File: src/rtl/uart_rx_data_sampler.sv
// UART RX oversampling data sampler: synchronizes the RX line, counts oversampling
// edges within each bit and majority-votes three mid-bit samples into one bit.
module uart_rx_data_sampler #(
  parameter int PRESCALE_WIDTH = 6,
  parameter int SYNC_STAGES    = 2
) (
  input  logic                      Sampler_CLK,
  input  logic                      Sampler_RST,
  input  logic                      Sampler_RX_IN,
  input  logic                      Sampler_EN,
  input  logic [PRESCALE_WIDTH-1:0] Sampler_Prescale,
  output logic                      Sampler_SampledData,
  output logic                      Sampler_Sample_Valid,
  output logic [PRESCALE_WIDTH-1:0] Sampler_Edge_Cnt,
  output logic                      Sampler_Bit_Done
);

  localparam logic [PRESCALE_WIDTH-1:0] ONE   = PRESCALE_WIDTH'(1);
  localparam logic [PRESCALE_WIDTH-1:0] P_MIN = PRESCALE_WIDTH'(8);

  logic [SYNC_STAGES-1:0]    sync_q;
  logic                      rx_s;
  logic [PRESCALE_WIDTH-1:0] p_lat;
  logic [PRESCALE_WIDTH-1:0] p_eff;
  logic [PRESCALE_WIDTH-1:0] edge_cnt;
  logic [PRESCALE_WIDTH-1:0] mid;
  logic [PRESCALE_WIDTH-1:0] mid_m1;
  logic [PRESCALE_WIDTH-1:0] mid_p1;
  logic [PRESCALE_WIDTH-1:0] cnt_last;
  logic                      at_last;
  logic                      s0;
  logic                      s1;
  logic                      vote;
  logic                      sampled_data;
  logic                      sample_valid;

  // Line idles high, so the chain resets to 1 to avoid a false start bit.
  always_ff @(posedge Sampler_CLK or negedge Sampler_RST) begin
    if (!Sampler_RST) begin
      sync_q <= '1;
    end else begin
      sync_q <= {sync_q[SYNC_STAGES-2:0], Sampler_RX_IN};
    end
  end

  assign rx_s = sync_q[SYNC_STAGES-1];

  // Ratio is clamped to at least 8 and forced even so mid-bit sampling is centred.
  always_comb begin
    p_eff = {Sampler_Prescale[PRESCALE_WIDTH-1:1], 1'b0};
    if (Sampler_Prescale < P_MIN) begin
      p_eff = P_MIN;
    end
  end

  assign mid      = p_lat >> 1;
  assign mid_m1   = mid - ONE;
  assign mid_p1   = mid + ONE;
  assign cnt_last = p_lat - ONE;
  assign at_last  = (edge_cnt == cnt_last);
  assign vote     = (s0 & s1) | (s0 & rx_s) | (s1 & rx_s);

  // Sample_Valid is a single-cycle strobe with no back-pressure: the consumer
  // must take SampledData in the cycle Sample_Valid is high.
  always_ff @(posedge Sampler_CLK or negedge Sampler_RST) begin
    if (!Sampler_RST) begin
      p_lat        <= P_MIN;
      edge_cnt     <= '0;
      s0           <= 1'b1;
      s1           <= 1'b1;
      sampled_data <= 1'b1;
      sample_valid <= 1'b0;
    end else begin
      sample_valid <= 1'b0;
      if (!Sampler_EN) begin
        p_lat    <= p_eff;
        edge_cnt <= '0;
      end else begin
        edge_cnt <= at_last ? '0 : edge_cnt + ONE;
        if (edge_cnt == mid_m1) begin
          s0 <= rx_s;
        end
        if (edge_cnt == mid) begin
          s1 <= rx_s;
        end
        if (edge_cnt == mid_p1) begin
          sampled_data <= vote;
          sample_valid <= 1'b1;
        end
      end
    end
  end

  assign Sampler_SampledData  = sampled_data;
  assign Sampler_Sample_Valid = sample_valid;
  assign Sampler_Edge_Cnt     = edge_cnt;
  assign Sampler_Bit_Done     = Sampler_EN & at_last;

endmodule

File: config.mk
export PLATFORM = sky130hd
export DESIGN_NAME = uart_rx_data_sampler
export DESIGN_NICKNAME = d
export VERILOG_FILES = /design/src/rtl/uart_rx_data_sampler.sv
export SDC_FILE = /design/constraint.sdc
export NUM_CORES = 1
export LEC_CHECK = 0
export CORE_MARGIN = 2
export CORE_UTILIZATION = 50
export CTS_CLUSTER_DIAMETER = 60
export DETAILED_ROUTE_END_ITERATION = 10
export MAX_ROUTING_LAYER = met4
export PLACE_DENSITY = 0.76
export SLEW_MARGIN = 5
export SYNTH_ARGS = -nofsm -noshare
export SYNTH_HDL_FRONTEND = slang
export SYNTH_SLANG_ARGS = --single-unit
File: constraint.sdc
create_clock -name Sampler_CLK -period 3.9 [get_ports Sampler_CLK]
set_clock_uncertainty 0.1 [all_clocks]
set_input_delay 0.39 -clock Sampler_CLK [delete_from_list [all_inputs] [get_ports Sampler_CLK]]
set_output_delay 0.39 -clock Sampler_CLK [all_outputs]
set_load 0.01 [all_outputs]
# After elaboration in Yosys (flattened, before gate mapping)
# Cells that the tools add are included.
dict set report op_classes {
  n_bitwise 6
  n_lt_le_gt_ge 1
  mux 5
  n_eq_ne 4
  n_reduce_logical 3
  addsub 4
}
# operator n
set op_table {}
lappend op_table {{$eq A6 B6 Y1} 3}
lappend op_table {{$mux W6} 3}
lappend op_table {{$add A5 B1 Y6 const B} 1}
lappend op_table {{$add A6 B1 Y6 const B} 1}
lappend op_table {{$eq A6 B5 Y1} 1}
lappend op_table {{$lt A6 B4 Y1 const B} 1}
lappend op_table {{$reduce_and A2 Y1} 3}
lappend op_table {{$sub A5 B1 Y6 const B} 1}
lappend op_table {{$sub A6 B1 Y6 const B} 1}
lappend op_table {{$and A1 B1 Y1} 4}
lappend op_table {{$mux W1} 2}
lappend op_table {{$or A1 B1 Y1} 2}
dict set report totals {
  output_inout_bits 9
  elab_cells 30
  input_bits 10
  ff_bits 18
}

# Longest topological paths before layout
dict set report depth {
  ltp_word 4
  depth_mapped 8
  mapped_depth_nobuf 7
}

# Worst setup path after synthesis
# No wires, ideal clock.
dict set report synth_timing {
  path_kind {register to output}
  from {register p_lat[1]}
  to {output Sampler_Bit_Done}
  slack_ns 1.709
  arrival_time_ns 1.701
  n_path_buf 1
  stages_incl_launch_ff 8
  path_cell_list {dfrtp_1 > clkbuf_1 > inv_1 > ha_1 > xor2_1 > or2_0 > a31o_1 > nor3_1}
}
dict set report synth_via {
  elab_chain_len 3
}
# element line
set synth_lines {}
lappend synth_lines {{start, declared} 23} ;# logic [PRESCALE_WIDTH-1:0] p_lat;
lappend synth_lines {{start signal, assigned} 76} ;# p_lat <= p_eff;
lappend synth_lines {{$sub A6 B1 Y6} 59} ;# assign cnt_last = p_lat - ONE;
lappend synth_lines {{$eq A6 B6 Y1} 60} ;# assign at_last = (edge_cnt == cnt_last);
lappend synth_lines {{$and A1 B1 Y1} 97} ;# assign Sampler_Bit_Done = Sampler_EN & at_last;
lappend synth_lines {{end, declared} 15} ;# output logic Sampler_Bit_Done
# Every way passes these cells.

# Worst setup path in the final report
# Same ends and word-level chain as after synthesis.

==> summary.md <==
| Metric | Value |
|---|---|
| Status | `completed` |
| Worst Path Class, Setup | `reg -> out` |
| Final min period | `3000 ps` |
| Avg Cell Area, Syn | `9.62 um2` |
| Placed cell count | `148` |
| Pin count of the biggest net entering global routing | `18` |
| Hold WC Path Type | `reg -> reg` |
| Row count | `16` |
| HPWL Detailed | `1.57 mm` |
| Crit-path slowest cell | `clkdlybuf4s50_1` |
| Core ar. | `0.00198 mm2` |
| Chip height | `50.2 um` |
| CP delay by family, top | `buffers and inverters` |
| Vias/cell | `5.40` |
| Synth Net Count | `124` |
| WP data arrival | `2510 ps` |
| Slew HR | `50.4%` |
| Final cell count without fillers | `152` |
| Hold Buf Count CTS | `0` |
| CTS tree | `done` |
| Slew Viols, Final | `0` |
| Yosys cell types | `34` |
| Required @ worst endpoint | `3410 ps` |
| Remaining routing DRC violations | `0` |
| Max Cap Violations | `0` |
| Worst hold margin | `262 ps` |
| Startpoint types | `flip-flop` |
| Seq/Total Area, Yosys | `40.6%` |
| First drt pass iteration count | `4` |
| EDFF count, synth | `0` |
| Async SR Flop Fraction | `100%` |
| Highest clock rate | `333 MHz` |
| CP cell instances | `inv_1, ha_1, xor2_1, or2_0, a31o_1, nor3_1, clkdlybuf4s50_1` |
| Gr ovfl total | `0` |
| VDD IR max | `0.000301 V` |
| RSZ-0062 raised after global routing | `no` |
| P_leak | `0.515 nW` |
| CP Capture Type | `output pin` |
| WL final | `2.17 mm` |
| PortBufs | `17` |
| Layout cell share with drive strength beyond 1 | `11.2%` |
| H-tree depth | `1` |
| Final setup fails | `0` |
| Synth warn | `0` |
| Setup Fix Bufs, Post-CTS | `0` |
| Initial antenna violation count | `0` |
| Via count | `821` |
| First-pass GRT wire length | `3.59 mm` |
| Setup TNS | `0 ps` |
| CTS Buf Count | `3` |
| Skew-Pair Late Insertion Delay | `290 ps` |
| Wirelength per Cell | `14.2 um` |
| Top Ports | `19` |
| Yosys reg bits | `17` |
| Final hold violation count | `0` |
| Initial Util | `53.9%` |
| Root buffer cell | `clkbuf_4` |
| Vias in the first global route | `774` |
| Synth Flop Type | `dfrtp_1` |
| Critical path buffers and inverters | `2` |
| Die area | `0.00252 mm2` |
| Clock sink count | `17` |
| Final Power | `0.449 mW` |
| DRT antenna net count | `0` |
| Reg clk slew, reported paths | `100 ps` |
| First-iteration detailed-routing DRC count | `20` |
| Final Wtd Congestion | `0.800` |
| # resized after CTS | `0` |
| GRT Overall Usage | `19.2%` |
| Leading cell type in the layout, fill and taps excluded | `clkdlybuf4s50_1` |
| Antenna diodes | `0` |
| Commonest non-fill, non-tap cells in the layout | `clkdlybuf4s50_1, nor2_1, dfrtp_1` |
| Clk buf depth | `2` |
| Nets | `139` |
| Fin crit share | `77.0%` |
| Synth Instances | `111` |
| CP max FO | `8` |
| Cell area after synthesis | `0.00107 mm2` |
| Power per cell area | `354 mW/mm2` |
| Worst stage delay on the critical path | `570 ps` |
| Worst-Margin Slew | `741 ps` |
| Synth-to-Final Area Change | `18.9%` |
| Die width | `50.2 um` |
## final timing paths
path | start | endpoint | slack [ps] | cells past startpoint
worst min-delay path | sync_q[0] | sync_q[1] | 260 | 0
worst max register to register | p_lat[5] | Sampler_SampledData | 1670 | 4
max in group asynchronous | Sampler_RST | p_lat[1] | 2810 | 1
worst max-delay path | p_lat[1] | Sampler_Bit_Done | 900 | 7
worst min register to register | sync_q[0] | sync_q[1] | 260 | 0
min in group asynchronous | Sampler_RST | Sampler_Edge_Cnt[1] | 430 | 1
## area by class of cell
| class | count | area, um2 |
|---|---|---|
| sequential | 17 | 433 |
| clock buffer | 3 | 22.5 |
| tap | 27 | 33.8 |
| fill | 162 | 713 |
| timing repair buffer | 17 | 170 |
| clock inverter | 1 | 5.00 |
| multi-input combinational | 83 | 589 |
| inverter | 4 | 15.0 |
## synthesized netlist by cell type, types with 2 or more instances
cell | count | share of area, %
nor2_1 | 12 | 4.2
dfrtp_1 | 11 | 26
xor2_1 | 10 | 8.2
xnor2_1 | 9 | 7.4
nand2_1 | 8 | 2.8
dfstp_2 | 6 | 15
nand3_1 | 5 | 2.3
clkbuf_1 | 4 | 1.4
inv_1 | 4 | 1.4
o21ai_0 | 4 | 1.9
buf_2 | 3 | 1.4
ha_1 | 3 | 3.5
mux2_1 | 3 | 3.2
nor3_1 | 3 | 1.4
o21ai_1 | 3 | 1.4
a21oi_1 | 2 | 0.94
mux2_2 | 2 | 2.1
nand4_1 | 2 | 1.2
nor2b_1 | 2 | 1.2
## flip-flops by register name, indices dropped and copies added (netlist names)
| signal | cells |
|---|---|
| s0 | 1 |
| sync_q | 2 |
| p_lat | 5 |
| s1 | 1 |
| Sampler_Sample_Valid | 1 |
| Sampler_Edge_Cnt | 6 |
| Sampler_SampledData | 1 |
## where the power goes
part	switching (mW)	internal, mW
Combinational	0.0536	0.0634
Sequential	0.0263	0.211
Clock	0.0568	0.0381
Total	0.137	0.312
## stage by stage
stage	area (um2)	utilization, %	setup WS [ps]
after floorplan	1070	-	1710
after global placement	1240	62.6	1270
after detailed placement	1240	62.6	1230
after CTS	1270	64.0	889
after global routing	1270	64.0	711
final	1270	64.0	897
## metal layers
layer  wire [um]  global-route usage, %  vias up  share of wire (%)
li1            -                      -      404                  -
met1        1010                   25.8      400                 47
met2        1080                   30.0       13                 50
met3          56                   2.08        4                2.6
met4          19                   6.94        0               0.88
met5           0                      -        -                  0
## cell families after synthesis
logic type	count (synthesis)	synth area share, %
and+or+nand+nor	41	19.8
muxes	5	5.28
adders and majority gates	4	4.46
DFF	17	40.6
AOI/OAI and AO/OA	14	10.1
buffers and inverters	11	4.22
xor gates and xnor gates	19	15.6
No activity file was read; power rests on OpenSTA's default activity.
